$ cat config.mk
export PLATFORM = sky130hd
export DESIGN_NAME = axi_lite_regbank
export DESIGN_NICKNAME = d
export VERILOG_FILES = /design/src/rtl/axi_lite_regbank.sv
export SDC_FILE = /design/constraint.sdc
export NUM_CORES = 1
export LEC_CHECK = 0
export CAP_MARGIN = 20
export CORE_MARGIN = 10
export CORE_UTILIZATION = 50
export DETAILED_ROUTE_END_ITERATION = 10
export MAX_ROUTING_LAYER = met4
export PLACE_DENSITY_LB_ADDON = 0.2
export SYNTH_ARGS = -nofsm -noshare
export SYNTH_HDL_FRONTEND = slang
export SYNTH_SLANG_ARGS = --single-unit
export TNS_END_PERCENT = 1
$ cat constraint.sdc
create_clock -name ACLK -period 1.99 [get_ports ACLK]
set_input_delay 0.398 -clock ACLK [delete_from_list [all_inputs] [get_ports ACLK]]
set_output_delay 0.398 -clock ACLK [all_outputs]
set_load 0.05 [all_outputs]
$ cat src/rtl/axi_lite_regbank.sv
// AXI4-Lite slave register bank: NUM_REGS x 32-bit registers, byte-strobed
// writes, AW/W accepted in either order, SLVERR on out-of-range accesses.
// Register 0 drives the board-level LED output.
module axi_lite_regbank #(
   parameter int NUM_REGS = 8,
   parameter int ADDR_W   = 32,
   parameter int LED_W    = 16
) (
   input  logic              ACLK,
   input  logic              ARESET,
   input  logic [ADDR_W-1:0] AWADDR,
   input  logic              AWVALID,
   output logic              AWREADY,
   input  logic [31:0]       WDATA,
   input  logic [3:0]        WSTRB,
   input  logic              WVALID,
   output logic              WREADY,
   output logic [1:0]        BRESP,
   output logic              BVALID,
   input  logic              BREADY,
   input  logic [ADDR_W-1:0] ARADDR,
   input  logic              ARVALID,
   output logic              ARREADY,
   output logic [31:0]       RDATA,
   output logic [1:0]        RRESP,
   output logic              RVALID,
   input  logic              RREADY,
   output logic [LED_W-1:0]  led
);

   localparam int         IDX_W       = $clog2(NUM_REGS);
   localparam logic [1:0] RESP_OKAY   = 2'b00;
   localparam logic [1:0] RESP_SLVERR = 2'b10;

   typedef enum logic [1:0] {
      WR_IDLE      = 2'd0,
      WR_ADDR_ONLY = 2'd1,
      WR_DATA_ONLY = 2'd2,
      WR_BOTH      = 2'd3
   } wr_state_t;

   // Returns {in_range, word_index}; byte offset bits [1:0] are ignored.
   function automatic logic [IDX_W:0] decode_f(input logic [ADDR_W-1:0] a);
      logic ok;
      ok = ((a >> (IDX_W + 2)) == {ADDR_W{1'b0}});
      decode_f = {ok, a[IDX_W+1:2]};
   endfunction

   logic [31:0]      regs_r [NUM_REGS];

   wr_state_t        wr_state_r;
   logic             awready_r;
   logic             wready_r;
   logic [IDX_W-1:0] aw_idx_r;
   logic             aw_ok_r;
   logic [31:0]      wdata_r;
   logic [3:0]       wstrb_r;
   logic             bvalid_r;
   logic [1:0]       bresp_r;

   logic             arready_r;
   logic             rvalid_r;
   logic [31:0]      rdata_r;
   logic [1:0]       rresp_r;

   logic [IDX_W:0]   aw_dec_s;
   logic [IDX_W:0]   ar_dec_s;
   logic             aw_hs_s;
   logic             w_hs_s;
   logic             ar_hs_s;
   logic             commit_s;

   assign aw_dec_s = decode_f(AWADDR);
   assign ar_dec_s = decode_f(ARADDR);
   assign aw_hs_s  = AWVALID && awready_r;
   assign w_hs_s   = WVALID && wready_r;
   assign ar_hs_s  = ARVALID && arready_r;
   // A commit never overwrites a response that has not yet been accepted.
   assign commit_s = (wr_state_r == WR_BOTH) && !bvalid_r;

   // Write channel FSM: tracks which of AW/W is held, owns the ready flops and the B response.
   always_ff @(posedge ACLK) begin
      if (ARESET) begin
         wr_state_r <= WR_IDLE;
         awready_r  <= 1'b0;
         wready_r   <= 1'b0;
         aw_idx_r   <= {IDX_W{1'b0}};
         aw_ok_r    <= 1'b0;
         wdata_r    <= 32'h0000_0000;
         wstrb_r    <= 4'h0;
         bvalid_r   <= 1'b0;
         bresp_r    <= RESP_OKAY;
      end else begin
         if (aw_hs_s) begin
            aw_idx_r <= aw_dec_s[IDX_W-1:0];
            aw_ok_r  <= aw_dec_s[IDX_W];
         end
         if (w_hs_s) begin
            wdata_r <= WDATA;
            wstrb_r <= WSTRB;
         end
         if (bvalid_r && BREADY) begin
            bvalid_r <= 1'b0;
         end
         case (wr_state_r)
            WR_IDLE: begin
               if (aw_hs_s && w_hs_s) begin
                  wr_state_r <= WR_BOTH;
                  awready_r  <= 1'b0;
                  wready_r   <= 1'b0;
               end else if (aw_hs_s) begin
                  wr_state_r <= WR_ADDR_ONLY;
                  awready_r  <= 1'b0;
                  wready_r   <= 1'b1;
               end else if (w_hs_s) begin
                  wr_state_r <= WR_DATA_ONLY;
                  awready_r  <= 1'b1;
                  wready_r   <= 1'b0;
               end else begin
                  wr_state_r <= WR_IDLE;
                  awready_r  <= 1'b1;
                  wready_r   <= 1'b1;
               end
            end
            WR_ADDR_ONLY: begin
               if (w_hs_s) begin
                  wr_state_r <= WR_BOTH;
                  awready_r  <= 1'b0;
                  wready_r   <= 1'b0;
               end else begin
                  wr_state_r <= WR_ADDR_ONLY;
                  awready_r  <= 1'b0;
                  wready_r   <= 1'b1;
               end
            end
            WR_DATA_ONLY: begin
               if (aw_hs_s) begin
                  wr_state_r <= WR_BOTH;
                  awready_r  <= 1'b0;
                  wready_r   <= 1'b0;
               end else begin
                  wr_state_r <= WR_DATA_ONLY;
                  awready_r  <= 1'b1;
                  wready_r   <= 1'b0;
               end
            end
            WR_BOTH: begin
               if (!bvalid_r) begin
                  wr_state_r <= WR_IDLE;
                  awready_r  <= 1'b1;
                  wready_r   <= 1'b1;
                  bvalid_r   <= 1'b1;
                  bresp_r    <= aw_ok_r ? RESP_OKAY : RESP_SLVERR;
               end else begin
                  wr_state_r <= WR_BOTH;
                  awready_r  <= 1'b0;
                  wready_r   <= 1'b0;
               end
            end
            default: begin
               wr_state_r <= WR_IDLE;
               awready_r  <= 1'b0;
               wready_r   <= 1'b0;
            end
         endcase
      end
   end

   // Register storage: byte-lane update of the addressed word on an in-range commit.
   always_ff @(posedge ACLK) begin
      if (ARESET) begin
         for (int i = 0; i < NUM_REGS; i++) begin
            regs_r[i] <= 32'h0000_0000;
         end
      end else if (commit_s && aw_ok_r) begin
         for (int k = 0; k < 4; k++) begin
            if (wstrb_r[k]) begin
               regs_r[aw_idx_r][8*k +: 8] <= wdata_r[8*k +: 8];
            end
         end
      end
   end

   // Read channel: captures the pre-write register value on AR and holds it until R is accepted.
   always_ff @(posedge ACLK) begin
      if (ARESET) begin
         arready_r <= 1'b0;
         rvalid_r  <= 1'b0;
         rdata_r   <= 32'h0000_0000;
         rresp_r   <= RESP_OKAY;
      end else if (ar_hs_s) begin
         arready_r <= 1'b0;
         rvalid_r  <= 1'b1;
         rdata_r   <= ar_dec_s[IDX_W] ? regs_r[ar_dec_s[IDX_W-1:0]] : 32'h0000_0000;
         rresp_r   <= ar_dec_s[IDX_W] ? RESP_OKAY : RESP_SLVERR;
      end else if (rvalid_r && RREADY) begin
         arready_r <= 1'b1;
         rvalid_r  <= 1'b0;
      end else begin
         arready_r <= !rvalid_r;
      end
   end

   assign AWREADY = awready_r;
   assign WREADY  = wready_r;
   assign BVALID  = bvalid_r;
   assign BRESP   = bresp_r;
   assign ARREADY = arready_r;
   assign RVALID  = rvalid_r;
   assign RDATA   = rdata_r;
   assign RRESP   = rresp_r;
   assign led     = regs_r[0][LED_W-1:0];

endmodule
# [Word-level counts from Yosys, hierarchy flattened]
# Memories as Yosys holds them, arrays and structs flattened.
# Index checks and enable logic that the tools add are counted.
[classes] addsub=0 eq_ne=3 n_bitwise=1 n_reduce_logical=17 n_mux=45 order_cmp=0 mul=0 n_shift=0 div=0
[ops] op="32-bit logical NOT" count=2
[ops] op="32-bit 2-to-1 mux" count=2
[ops] op="32-bit OR reduction" count=1
[ops] op="1-bit 2-to-1 mux" count=31
[ops] op="2-bit 2-to-1 mux" count=7
[ops] op="1-bit logical AND" count=8
[ops] op="1-bit case mux with 4 select lines" count=2
[ops] op="2-bit case mux with 4 select lines" count=1
[ops] op="2-bit equality test (second input constant)" count=2
[ops] op="4-bit 2-to-1 mux" count=1
[ops] op="3-bit 2-to-1 mux" count=1
[ops] op="2-bit by 1-bit equality test with 1-bit output (second input constant)" count=1
[ops] op="1-bit logical NOT" count=2
[ops] op="2-bit logical NOT" count=1
[ops] op="2-bit AND reduction" count=1
[ops] op="2-bit nonzero test" count=1
[ops] op="2-bit OR reduction" count=1
[ops] op="1-bit NOT" count=1
[word_totals] ff_bits=83 ramBits=256 wordCells=80 mem_bits_ro=0 latchBits=0 out_inout_bits=57 input_bits=107 memories=1
[memory_table] memory="regs_r" words=8 width=32 read_ports=2 rd_ports_with_merged_regs=0 wr=8 line_no="49" text="logic [31:0] regs_r [NUM_REGS];"

# [Longest topological paths before layout]
[depth] ltp_word=8 ltp_mapped=5 mapped_depth_nobuf=4

# [Least setup slack after synthesis]
# Ideal clock, no wire load.
[synth_timing] path_type="register -> register" startpoint="reg bvalid_r (netlist: BVALID)" endpoint="mem regs_r[0][24] (enable)" synth_period_minus_slack_ns=1.926 n_path_buf=0 stages_incl_launch_ff=5 setup_slack_ns=0.064 required_ns=1.681 t_arrival_ns=1.616 setup_time_ns=0.309 path_cell_list="dfxtp_1 -> and4bb_2 -> nand3_1 -> nor2_1 -> or2_2"
[synth_lines] element="start, declared" line_no="58" text="logic bvalid_r;"
[synth_lines] element="start signal, assigned" line_no="91" text="bvalid_r <= 1'b0;"
[synth_lines] element="start signal, assigned" line_no="103" text="bvalid_r <= 1'b0;"
[synth_lines] element="start signal, assigned" line_no="152" text="bvalid_r <= 1'b1;"
[synth_lines] element="end, declared" line_no="49"

==> key figures <==
Layout
  • Sequential Area: roughly 9300 um^2
  • Footprint of the multi-input gates: a little under 5000 um^2
  • Non-Filler Instances: 1662
  • Final cell area excluding filler cells: approximately 18000 um^2
  • Share of cells above drive strength 1: 0.181
  • Filler cell count: between 2k and 2.5k
  • Ant. Diodes: 0
  • Area delta synth->final: 22.3%
  • Nets@finish: around 1.4k

Yosys
  • Synthesized flop and latch total: around 340
  • Synth top area cells: edfxtp_1 53%, dfxtp_1 11%, and2_1 11%, mux4_2 10%, nand2_1 3.0%
  • Synth warn: 0
  • Post-synth top cells: 259 x and2_1, 256 x edfxtp_1, 117 x nand2_1
  • Cell taking the most area after synthesis: edfxtp_1
  • Sequential area share after synthesis: 0.643
  • Top cell type's share of synthesized area: 0.531
  • Post-synth EDFFs: 256
  • Most frequent cell after synthesis: and2_1
  • Synthesized instance count: about 1.1k
  • Post-synth ARST share: 0
  • Mapped Area: about 14000 um^2
  • Synth cell types: 34
  • Top_reg_cell synth: edfxtp_1
  • Avg Inst Size Synth: approximately 14 um^2

CTS
  • CTS tree: built
  • Clock Sinks: approximately 340
  • CTS Hold Bufs: 0
  • CTS clock-pin slew for the worst setup and hold paths: ~0.06 ns
  • Clock Tree Buf Depth: 3
  • CTS Root Buffer Type: clkbuf_16
  • Number of H-tree levels: 2
  • # Post-CTS Setup Buffers: 0
  • Post-CTS Resized: 36
  • Clock Latency Late Sink: around 0.51 ns
  • CTS buffer count: 35

STA
  • Final Hold Vio Count: 0
  • Setup Viol. Count Final: 0
  • RSZ-0062 raised after global routing: no
  • Slew Limit Headroom: 0.645
  • Fin crit share: 0.960
  • Max-slew violations: 0
  • Hold WS: 0.440 ns
  • Tmin final: 1.91 ns
  • Fmax: between 0.5 and 0.6 GHz
  • Slew @ Worst Pin: ~0.53 ns
  • Final Skew: just over 0.01 ns

Drt
  • 1st-pass router iterations: 5
  • Vias: just under 9k
  • Antenna Nets Post-Route: 0
  • Total routed wirelength: 32.8 mm
  • # DRC: 0
  • Routed len/inst: between 15 and 20 um
  • Drt via density: 5.24
  • Iter 0 DRT Violations: 524

Floorplan
  • Initial core utilization: 0.506
  • Std cell rows: 62
  • Die Area: 36200 um^2
  • Boundary pin count: approximately 160
  • Die height: ~190 um
  • Die Width: between 150 and 200 um
  • Core area: 28600 um^2

Power and ir drop
  • Leakage: about 0.0067 uW
  • Worst vdd ir: between 0.0006 and 0.0007 V
  • Pwr dens: approximately 850 nW/um^2

Global routing
  • GR Util met1: 0.225
  • Most Crowded Layer GR: met2
  • Total GRT Usage: 0.185
  • Global Route met2 Usage: 0.310
  • Pin count of the biggest net entering global routing: 49
  • Number of global-route vias before repair: 9169
  • First-pass GRT wire length: 50.9 mm
  • Global route total overflow: 0
  • Initial antenna violation count: 0
  • Global-route met3 utilization: 0.0395

Status
  • Outcome: complete, no violations

Critical path
  • CP arrival: between 2 and 2.5 ns
  • Reg2reg path depth: 4
  • Setup crit start kind: flip-flop
  • Crit-path max FO: 8
  • Flop2flop setup slack: 0.08 ns
  • Critical R2R Launch: wr_state_r[1]$_SDFF_PP0_
  • Crit Path Category: flip-flop to flip-flop
  • Worst EP required: about 2.2 ns
  • Setup crit end kind: flip-flop
  • R2R Path End: regs_r[6][8]$_SDFFCE_PN0P_

Min path
  • Hold Path Class: primary input to flip-flop
  • Hold path endpoint: wdata_r[17]$_SDFFE_PP0P_
  • Hold_sp: WDATA[17]
  • Hold Crit Depth: 3

Placed design
  • Final HPWL DP: 23.3 mm
  • Placed insts: approximately 1.6k
  • # port buffers: 157
  • Placed Area: roughly 17000 um^2
  • GPL Wtd Cong: 0.832

Flow run
  • Max-cap viol count: 0
[registers in the layout, summed over array words and instances (netlist names)]
| register | count |
|---|---|
| ARREADY | 1 |
| AWREADY | 1 |
| BRESP | 1 |
| BVALID | 1 |
| RDATA | 32 |
| RRESP | 1 |
| RVALID | 1 |
| WREADY | 1 |
| aw_idx_r | 3 |
| aw_ok_r | 1 |
| regs_r | 256 |
| wdata_r | 32 |
| wr_state_r | 2 |
| wstrb_r | 4 |
[layer usage]
metal | vias to the layer above | wire (um) | part of all wire
met5 | - | 0 | 0
met4 | 0 | 585 | 0.018
met3 | 48 | 2320 | 0.071
met2 | 297 | 16100 | 0.49
met1 | 4193 | 13800 | 0.42
li1 | 4173 | - | -
[kinds of logic (layout without fill, tap and decap cells)]
logic type | Yosys count | in the layout | synth area share
AO/OA/AOI/OAI | 80 | 80 | 0.0280
buffers and inverters | 61 | 277 | 0.0227
flip-flops | 337 | 337 | 0.643
multiplexers | 95 | 95 | 0.121
other | 1 | 2 | 0.000259
AND/OR/NAND/NOR | 487 | 487 | 0.185
[cell usage in the layout (no fill, tap or decap), drive strengths merged, types with 3 or more instances in the layout]
cell           netlist  final
nand2              117    117
nor2b                3      3
clkinv               0      8
mux2i               31     31
nand2b               3      3
dlygate4sd2          0     36
nor4                12     12
nor2                41     41
a21oi               46     46
or2                 32     32
nand3b               4      4
clkbuf              28     54
buf                 33     80
o21ai               33     33
nand3                6      6
mux4                64     64
dfxtp               81     81
and2               259    259
clkdlybuf4s50        0     98
edfxtp             256    256
[critical path, cell delays in order, from the launching register on]
cell,delay (ns)
dfxtp_1,0.37
and4bb_2,0.34
nand3_1,0.30
nor2_1,0.29
or2_2,0.29
[cell type report]
class / instances / area share
clock buffer: 54 / 0.0564
clock inverter: 9 / 0.00389
multi-input combinational: 664 / 0.275
sequential: 337 / 0.526
tap: 384 / 0.0271
timing repair buffer: 214 / 0.112
[worst max-delay path by stage]
stage / from / endpoint / slack [ns] / depth (start not counted)
floorplan: BVALID$_SDFF_PP0_ / regs_r[0][24]$_SDFFCE_PN0P_ / 0.06 / 4
global placement: ARADDR[6] / RDATA[0]$_SDFFE_PP0P_ / -0.28 / 6
detailed placement: ARADDR[6] / RDATA[0]$_SDFFE_PP0P_ / -0.30 / 6
CTS: wr_state_r[1]$_SDFF_PP0_ / regs_r[0][11]$_SDFFCE_PN0P_ / 0.09 / 4
global route: wr_state_r[1]$_SDFF_PP0_ / regs_r[6][10]$_SDFFCE_PN0P_ / 0.006 / 4
finish: wr_state_r[1]$_SDFF_PP0_ / regs_r[6][8]$_SDFFCE_PN0P_ / 0.08 / 4
[per-stage QoR]
step | setup TNS [ns] | total power [uW] | worst slack [ns] | util
after global routing | 0 | 15600 | 0.00605 | 0.619
after global placement | -10.75 | 9120 | -0.275 | 0.583
after detailed placement | -15.09 | 9150 | -0.301 | 0.583
final | 0 | 15100 | 0.0788 | 0.619
after floorplan | 0 | 8640 | 0.0644 | -
after CTS | 0 | 15200 | 0.0947 | 0.619
[where the power goes]
group	internal [uW]	total, uW	switching [uW]
logic	519	1060	542
clock network	3590	6110	2510
registers	7770	7920	145
(Power assumes the default switching activity.)
